$ cat src/rtl/tty_pkg.sv
// tty_pkg: FSM state type and UART frame constants shared by the TTY transmitter.
package tty_pkg;
   typedef enum logic [2:0] {IDLE, START, DATA, PARITY, STOP} tty_state_e;
   localparam int   TTY_DATA_BITS = 8;
   localparam logic TTY_START_BIT = 1'b0;
   localparam logic TTY_STOP_BIT  = 1'b1;
endpackage

$ cat src/rtl/tty_fifo.sv
// tty_fifo: synchronous FIFO of 7-bit characters, depth 2**AW, wrapping AW+1-bit pointers.
module tty_fifo #(
   parameter int AW = 4
) (
   input  logic       clk,
   input  logic       rst,
   input  logic       push,
   input  logic       pop,
   input  logic [6:0] din,
   output logic [6:0] dout,
   output logic       full,
   output logic       empty
);
   logic [6:0]  mem [2**AW];
   logic [AW:0] wp, rp;
   assign dout  = mem[rp[AW-1:0]];
   assign empty = wp == rp;
   assign full  = wp == {~rp[AW], rp[AW-1:0]};
   always_ff @(posedge clk)
      if (push) mem[wp[AW-1:0]] <= din;
   always_ff @(posedge clk)
      if (rst) begin
         wp <= '0;
         rp <= '0;
      end else begin
         if (push) wp <= wp + 1'b1;
         if (pop) rp <= rp + 1'b1;
      end
endmodule

$ cat src/rtl/tty_uart_tx.sv
// tty_uart_tx: buffered UART transmitter for MCU TTY character strobes (8N1).
// Define TTY_PARITY_EN to insert an even parity bit (8E1).
module tty_uart_tx
   import tty_pkg::*;
#(
   parameter int CLK_DIV = 104,
   parameter int FIFO_AW = 4
) (
   input  logic       clk_i,
   input  logic       rst_i,
   input  logic [6:0] tty_data_i,
   input  logic       tty_we_i,
   output logic       uart_tx_o,
   output logic       busy_o,
   output logic       full_o,
   output logic       overflow_o
);
   localparam int BW = $clog2(CLK_DIV);
   localparam logic [BW-1:0] BAUD_MAX = BW'(CLK_DIV - 1);
   tty_state_e    state;
   logic [BW-1:0] baud;
   logic [2:0]    bit_cnt;
   logic [7:0]    shreg;
   logic [6:0]    head, data_q;
   logic          we_q, empty, full, pop, push, bit_end;
`ifdef TTY_PARITY_EN
   logic          par;
`endif
   // strobes are registered first so the FIFO and flags see no input-to-output paths
   assign pop     = state == IDLE && !empty;
   assign push    = we_q && (!full || pop);
   assign bit_end = baud == '0;
   assign busy_o  = state != IDLE || !empty;
   assign full_o  = full;
   tty_fifo #(.AW(FIFO_AW)) u_fifo (
      .clk  (clk_i),
      .rst  (rst_i),
      .push (push),
      .pop  (pop),
      .din  (data_q),
      .dout (head),
      .full (full),
      .empty(empty)
   );
   always_ff @(posedge clk_i)
      if (rst_i) begin
         we_q   <= 1'b0;
         data_q <= '0;
      end else begin
         we_q   <= tty_we_i;
         data_q <= tty_data_i;
      end
   always_ff @(posedge clk_i)
      if (rst_i) begin
         state      <= IDLE;
         baud       <= '0;
         bit_cnt    <= '0;
         shreg      <= '0;
         uart_tx_o  <= 1'b1;
         overflow_o <= 1'b0;
`ifdef TTY_PARITY_EN
         par        <= 1'b0;
`endif
      end else begin
         if (we_q && full && !pop) overflow_o <= 1'b1;
         case (state)
            IDLE: if (!empty) begin
               state     <= START;
               baud      <= BAUD_MAX;
               shreg     <= {1'b0, head};
               uart_tx_o <= TTY_START_BIT;
`ifdef TTY_PARITY_EN
               par       <= ^head;
`endif
            end
            START: if (bit_end) begin
               state     <= DATA;
               baud      <= BAUD_MAX;
               bit_cnt   <= '0;
               uart_tx_o <= shreg[0];
            end else baud <= baud - 1'b1;
            DATA: if (bit_end) begin
               baud    <= BAUD_MAX;
               bit_cnt <= bit_cnt + 1'b1;
               shreg   <= shreg >> 1;
               if (bit_cnt == 3'(TTY_DATA_BITS - 1)) begin
`ifdef TTY_PARITY_EN
                  state     <= PARITY;
                  uart_tx_o <= par;
`else
                  state     <= STOP;
                  uart_tx_o <= TTY_STOP_BIT;
`endif
               end else uart_tx_o <= shreg[1];
            end else baud <= baud - 1'b1;
`ifdef TTY_PARITY_EN
            PARITY: if (bit_end) begin
               state     <= STOP;
               baud      <= BAUD_MAX;
               uart_tx_o <= TTY_STOP_BIT;
            end else baud <= baud - 1'b1;
`endif
            STOP: if (bit_end) begin
               state     <= IDLE;
               uart_tx_o <= TTY_STOP_BIT;
            end else baud <= baud - 1'b1;
            default: begin
               state     <= IDLE;
               uart_tx_o <= TTY_STOP_BIT;
            end
         endcase
      end
endmodule

$ cat config.mk
export PLATFORM = sky130hd
export DESIGN_NAME = tty_uart_tx
export DESIGN_NICKNAME = d
export VERILOG_FILES = /design/src/rtl/tty_pkg.sv /design/src/rtl/tty_fifo.sv /design/src/rtl/tty_uart_tx.sv
export SDC_FILE = /design/constraint.sdc
export NUM_CORES = 1
export LEC_CHECK = 0
export BUFFER_PORTS_ARGS = -buffer_cell sky130_fd_sc_hd__clkbuf_2
export CORE_MARGIN = 10
export CORE_UTILIZATION = 45
export CTS_CLUSTER_SIZE = 25
export DETAILED_ROUTE_END_ITERATION = 16
export GPL_TIMING_DRIVEN = 0
export SYNTH_ARGS = -nofsm -noshare
export SYNTH_HDL_FRONTEND = slang
export SYNTH_SLANG_ARGS = --single-unit
$ cat constraint.sdc
create_clock -name clk_i -period 2.9 [get_ports clk_i]
set_input_delay 0.29 -clock clk_i [delete_from_list [all_inputs] [get_ports clk_i]]
set_output_delay 0.29 -clock clk_i [all_outputs]
set_load 0.005 [all_outputs]
==> out/qor.csv, run 1 <==
stage,metric,value,unit
synth,yosys_warnings,0,
sta,fmax,367.7,MHz
floorplanning,core_area,13930,sq um
synth,synthFlopType,edfxtp_1,
sta,tns,0,ns
synth,yosysSeqAreaShare,66.28,%
final_layout,antenna_cells,0,
sta,finalHoldViolations,0,
synth,ys_top_cells_by_area,"edfxtp_1 53%, dfxtp_1 14%, mux4_2 9.8%",
clock_network,cts_hold_repair.buffers,0,
floorplanning,pin_count,14,
final_layout,final_common_cell,edfxtp_1,
clock_network,cts_buffers,17,
clock_network,clk_latency,0.43,ns
worst_setup_path,crit_type,reg -> reg,
route,postRouteWirelength,12.88,mm
global_route,antenna_found_initial,0,
sta,max_slew_margin,20.69,%
power,power_leakage,2.504,nW
run,drv_cap,0,
run_status,outcome,"finished, final reports clean",
worst_setup_path,endpoint_kind,flop,
worst_setup_path,worstSetupStartpointType,flop,
final_layout,syn_to_final_growth,12.95,%
clock_network,htree_levels,4,
final_layout,final_cell_mix,"112 x edfxtp_1, 44 x dfxtp_1, 39 x nor2_1",
route,drt_iter0_markers,353,
final_layout,final_area,7233,sq um
clock_network,cts.sinks,156,
worst_hold_path,worst_hold_path_type,in -> reg,
clock_network,cts_buffer_depth,2,
sta,post-route-period-util,93.78,%
final_layout,drive_above_1_share,18.88,%
floorplanning,rows,43,
clock_network,clkSlewWorstSetupHoldPaths,0.06,ns
clock_network,cts_setup_buffers,0,
synth,mappedNetlistArea,6404,sq um
clock_network,cts_tree,built,
global_route,grt_pass1_vias,3678,
worst_setup_path,cp.required,2.94,ns
global_route,gr-usage-met3,3.471,%
clock_network,root_buffer,clkbuf_16,
sta,fin_skew,0.01055,ns
placement,hpwl,8.645,mm
worst_setup_path,regToRegStartpoint,state[2],
floorplanning,initial_core_util,45.95,%
global_route,grt_use_total,13.68,%
global_route,grt_overflow,0,
synth,syn_inst,422,
synth,synthArstFlopShare,0,%
synth,ys_ff_latch,156,
final_layout,layout.nets,472,
synth,synth_cell_types,48,
placement,port_buffers,12,
sta,worst_slew_pin_slew,1.187,ns
worst_setup_path,cp-startpoint,state[2],
power,power_density,837.2,nW/um^2
route,ant_nets,0,
route,dr.pass1.iters,4,
sta,finalMaxSlewViolations,0,
placement,gp_congestion,0.8356,
route,dr_total_vias,3574,
global_route,grt_max_degree,17,
clock_network,ctsResizeCount,0,
synth,yosysTopAreaCell,edfxtp_1,
global_route,grtUsageMet2,21.71,%
global_route,grt_pass1_wl,20.48,mm
synth,synth.avg_cell_area,15.17,sq um
placement,dpl_cell_area,6689,sq um
sta,whs,0.06647,ns
worst_setup_path,ff2ff_setup_slack,0.18,ns
route,drc,0,
global_route,gr-usage-met1,17.26,%
worst_hold_path,worstHoldStart,tty_data_i[0],
synth,syn_nets,441,
sta,layout_min_cycle_time,2.720,ns
route,wl_per_cell,19.94,microns
floorplanning,dieArea,19400,sq um
synth,synth_edf_count,112,
worst_setup_path,critPathMaxFanout,10,
floorplanning,fp.dieW,139.3,microns
worst_setup_path,crit_arrival,2.76,ns
sta,final-setup-viol-count,0,
power,ir_drop,488.9,uV
route,vias_per_cell,5.533,
floorplanning,die_y,139.3,microns
synth,yosysTopAreaCellShare,52.52,%
sta,rsz0062_at_grt,no,
global_route,grt.busiest_layer,met2,
routing by layer:
layer	vias to the layer above	wire (microns)
met4	0	259
met3	16	524
met1	1797	5820
li1	1698	-
met2	63	6275
met5	-	0
cell usage after synthesis, types with 5 or more instances:
cell type,n
inv_1,6
mux2i_1,5
a211oi_1,10
and3_1,15
a22oi_1,15
edfxtp_1,112
nor2_1,39
mux4_2,28
o21ai_0,5
nor2b_1,15
clkbuf_1,9
a21oi_1,21
nor3_1,8
dfxtp_1,44
nand3_1,5
nand2b_1,5
xor2_1,11
nand2_1,7
ha_1,9
where the power goes:
group,internal (mW),switching [mW]
clock network,1.14,0.896
logic,0.602,0.781
registers,2.51,0.119
total,4.26,1.80
sequential cells by signal (all words and copies together), names as in the netlist, 3 cells and up, named ones only:
signal,cells
u_fifo.wp,5
baud,7
bit_cnt,3
data_q,7
u_fifo.rp,5
shreg,7
u_fifo.mem,112
state,3
cell type report:
| class | instances | area, sq um |
|---|---|---|
| clock buffers | 20 | 456.7 |
| inverters | 6 | 22.52 |
| repair buffers | 12 | 60.06 |
| fillers | 1164 | 6701 |
| multi-input cells | 237 | 2009 |
| plain buffers | 23 | 127.6 |
| well taps | 180 | 225.2 |
| clock inverters | 12 | 87.58 |
| flip-flops and latches | 156 | 4244 |
per-stage QoR:
| stage | utilization [%] | setup WS (ns) | instances | total power, mW |
|---|---|---|---|---|
| 2_1_floorplan | - | 0.7626 | 422 | 3.725 |
| 3_3_place_gp | 48.00 | 0.1252 | 614 | 4.036 |
| 3_5_place_dp | 48.00 | 0.1459 | 614 | 4.067 |
| 4_1_cts | 51.91 | 0.1153 | 646 | 6.100 |
| 5_1_grt | 51.91 | 0.006495 | 646 | 6.356 |
| 6_report | 51.91 | 0.1804 | 646 | 6.056 |
critical path, stage by stage, from the launching register on:
cell and delay (ns):
dfxtp_1 0.29, clkbuf_1 0.21, nor3_2 0.51, o311ai_2 0.29, nor3b_1 1.02
path summary, 6_finish.rpt:
kind                       end  cells past startpoint
min                  data_q[0]                      2
max reg2reg  u_fifo.mem[11][4]                      4
min reg2reg         overflow_o                      2
max          u_fifo.mem[11][4]                      4
kinds of logic after synthesis:
kind of cell	after synthesis	synth area share (%)
buf+inv	29	2.344
fa+ha+maj	9	1.759
compound gates	70	7.933
mux	34	10.80
simple gates	109	8.832
flops	156	66.28
xor+xnor	15	2.051
Note: power is estimated with default switching activity, not from simulation.
==> run 2, diff against run 1 <==
--- a/config.mk
+++ b/config.mk
@@ -6,6 +6,7 @@
 export NUM_CORES = 1
 export LEC_CHECK = 0
 export BUFFER_PORTS_ARGS = -buffer_cell sky130_fd_sc_hd__clkbuf_2
+export CAP_MARGIN = 20
 export CORE_MARGIN = 10
 export CORE_UTILIZATION = 45
 export CTS_CLUSTER_SIZE = 25
@@ -13,4 +14,5 @@
 export GPL_TIMING_DRIVEN = 0
 export SYNTH_ARGS = -nofsm -noshare
 export SYNTH_HDL_FRONTEND = slang
+export SYNTH_HIERARCHICAL = 1
 export SYNTH_SLANG_ARGS = --single-unit
==> out/qor.csv, run 2 <==
stage,metric,value,unit,change
worst_hold_path,worst_hold_path_type,in -> reg,,
route,drc,0,,unchanged
route,dr.pass1.iters,6,,+2
final_layout,final_common_cell,edfxtp_1,,
placement,port_buffers,13,,+1
final_layout,final_cell_mix,"112 x edfxtp_1, 44 x dfxtp_1, 35 x nor2_1",,
sta,fin_skew,0.01004,ns,-0.0005112 ns
worst_setup_path,critPathMaxFanout,9,,-1
sta,worst_slew_pin_slew,0.6935,ns,-0.4935 ns
sta,post-route-period-util,91.58,%,-2.2 points
clock_network,cts_tree,built,,
route,wl_per_cell,20.54,microns,+3.0%
synth,mappedNetlistArea,6536,sq um,+2.1%
global_route,antenna_found_initial,0,,unchanged
final_layout,drive_above_1_share,20.26,%,+1.4 points
synth,synthFlopType,edfxtp_1,,
floorplanning,core_area,14040,sq um,+0.77%
worst_setup_path,cpMaxStageDelayCell,dfxtp_1,,
sta,max_slew_margin,53.71,%,+33 points
floorplanning,dieArea,19750,sq um,+1.8%
clock_network,cts_setup_buffers,0,,unchanged
global_route,grt_max_degree,17,,unchanged
synth,yosysTopAreaCell,edfxtp_1,,
floorplanning,die_y,140.5,microns,+0.88%
sta,fin_ws,0.2441,ns,+0.06370 ns
worst_setup_path,crit_type,reg -> reg,,
synth,ys_ff_latch,156,,unchanged
power,power,6.762,mW,+12%
clock_network,cts_buffer_depth,2,,unchanged
clock_network,htree_levels,4,,unchanged
global_route,grt_pass1_wl,20.44,mm,-0.17%
synth,synth_cell_types,57,,+19%
synth,synth.avg_cell_area,15.71,sq um,+3.5%
sta,layout_min_cycle_time,2.656,ns,-0.06370 ns
placement,hpwl,8.876,mm,+2.7%
floorplanning,rows,43,,unchanged
final_layout,syn_to_final_growth,13.80,%,
sta,fmax,376.5,MHz,+2.4%
route,drt_iter0_markers,291,,-18%
sta,finalMaxSlewViolations,0,,unchanged
route,dr_total_vias,3523,,-1.4%
clock_network,clkSlewWorstSetupHoldPaths,0.06,ns,about the same
synth,syn_nets,434,,-1.6%
synth,synthArstFlopShare,0,%,unchanged
route,ant_nets,0,,unchanged
route,postRouteWirelength,13.13,mm,+1.9%
worst_setup_path,worstSetupStartpointType,flop,,
final_layout,layout.nets,464,,-1.7%
sta,whs,0.05795,ns,-0.008515 ns
run,drv_cap,0,,unchanged
final_layout,final_area,7438,sq um,+2.8%
global_route,grt_use_total,13.73,%,+0.048 points
floorplanning,initial_core_util,46.55,%,+0.59 points
clock_network,root_buffer,clkbuf_16,,
clock_network,cts_hold_repair.buffers,0,,unchanged
clock_network,cts_buffers,17,,unchanged
synth,yosysSeqAreaShare,64.93,%,-1.3 points
final_layout,largest_reg_flops,112,,unchanged
power,power_leakage,2.576,nW,+2.9%
synth,yosysTopAreaCellShare,51.45,%,-1.1 points
global_route,grt_pass1_vias,3554,,-3.4%
worst_setup_path,critPathMaxStageDelay,0.52,ns,-0.50 ns
run_status,outcome,"finished, final reports clean",,
synth,yosysMostFrequentCell,edfxtp_1,,
power,ir_drop,456.9,uV,-6.6%
synth,ys_top_cells_by_area,"edfxtp_1 51%, dfxtp_1 13%, mux4_1 6.8%",,
final_layout,antenna_cells,0,,unchanged
sta,finalHoldViolations,0,,unchanged
worst_setup_path,crit_top_cell,nor2_1,,
floorplanning,fp.dieW,140.5,microns,+0.88%
clock_network,clk_latency,0.42,ns,about the same
sta,final-setup-viol-count,0,,unchanged
final_layout,fin_util,52.97,%,+1.1 points
placement,place_ws,-0.1481,ns,-0.2940 ns
placement,dpl_cell_area,6827,sq um,+2.1%
placement,gp_congestion,0.8345,,-0.13%
worst_setup_path,cp.required,2.97,ns,+0.03 ns
clock_network,cts.sinks,156,,unchanged
worst_setup_path,endpoint_kind,flop,,
route,vias_per_cell,5.513,,-0.35%
worst_setup_path,path_buf_inv,1,,unchanged
global_route,grt_overflow,0,,unchanged
sta,rsz0062_at_grt,no,,
power,power_density,909.1,nW/um^2,+8.6%
floorplanning,pin_count,14,,unchanged
worst_setup_path,crit_arrival,2.73,ns,-0.03 ns
synth,synth_edf_count,112,,unchanged
worst_setup_path,critPathTopFamily,simple AND/OR/NAND/NOR gates,,
worst_setup_path,crit_chain,xnor2_1 -> nand4_1 -> nor2_1 -> nor2_1 -> nand2_4 -> a21boi_0 -> clkbuf_2 -> nand2_1 -> nor2_1 -> and2_1,,
synth,syn_inst,416,,-1.4%
synth,yosys_warnings,6,,+6
synth,ys_top_cells_by_count,"112 x edfxtp_1, 44 x dfxtp_1, 35 x nor2_1, 17 x mux4_1",,
run 2: cell count changes in the layout (fill, tap and decap cells not counted), moves of 8 or more:
cell      previous run  this run
a211oi_1            10         2
mux4_2              28        11
mux4_1               0        17
and3_1              15         2
a21oi_1             21         7
run 2: worst paths after layout:
check | start | end | slack (ns) | cells past startpoint
min | rst_i | flop | 0.06 | 2
max | u_fifo/wp[2] | u_fifo/mem[5][0] | 0.24 | 10
max reg2reg | u_fifo/wp[2] | u_fifo/mem[5][0] | 0.24 | 10
min reg2reg | overflow_o | overflow_o | 0.47 | 2
run 2: power by group:
group          switching (mW)  leakage, nW  internal [mW]  total [mW]
logic                   0.963        0.896          0.829        1.79
clock network           0.898        0.294           1.38        2.28
registers               0.158         1.39           2.54        2.69
total                    2.02         2.58           4.74        6.76
run 2: through the flow:
step | std cells | setup TNS [ns]
final | 639 | 0
after global routing | 639 | 0
after CTS | 641 | 0
after detailed placement | 609 | -3.901
after global placement | 609 | -2.381
after floorplan | 416 | 0
run 2: routing by layer:
metal | vias up | share of wire (%) | routed length (microns) | GRT usage (%)
li1 | 1673 | - | - | -
met1 | 1786 | 44 | 5823 | 17.42
met2 | 55 | 51 | 6707 | 22.22
met3 | 9 | 3.3 | 430 | 3.753
met4 | 0 | 1.3 | 165 | 4.402
met5 | - | 0 | 0 | 0
run 2: cell families after synthesis:
kind of cell / Yosys count / synth area share (%)
AOI/OAI and AO/OA: 54 / 6.834
xor gates and xnor gates: 14 / 1.876
adders and majority gates: 8 / 1.531
buffers and inverters: 33 / 3.024
DFF: 156 / 64.93
muxes: 38 / 12.16
and+or+nand+nor: 113 / 9.648
run 2: what timing repair did:
action | in CTS | in global routing
pin swaps | 0 | 0
endpoints found under the setup margin | 72 | 98
gates resized for setup | 3 | 3
endpoints found under the hold margin | 0 | 0
run 2: layout make-up:
type	instances	area (sq um)
clock inverter	13	178.9
clock buffer	19	432.9
tap	180	225.2
buffer	19	146.4
timing repair buffer	13	65.06
multi-input combinational	227	2101
sequential	156	4244
inverter	12	45.04
fill	1147	6604
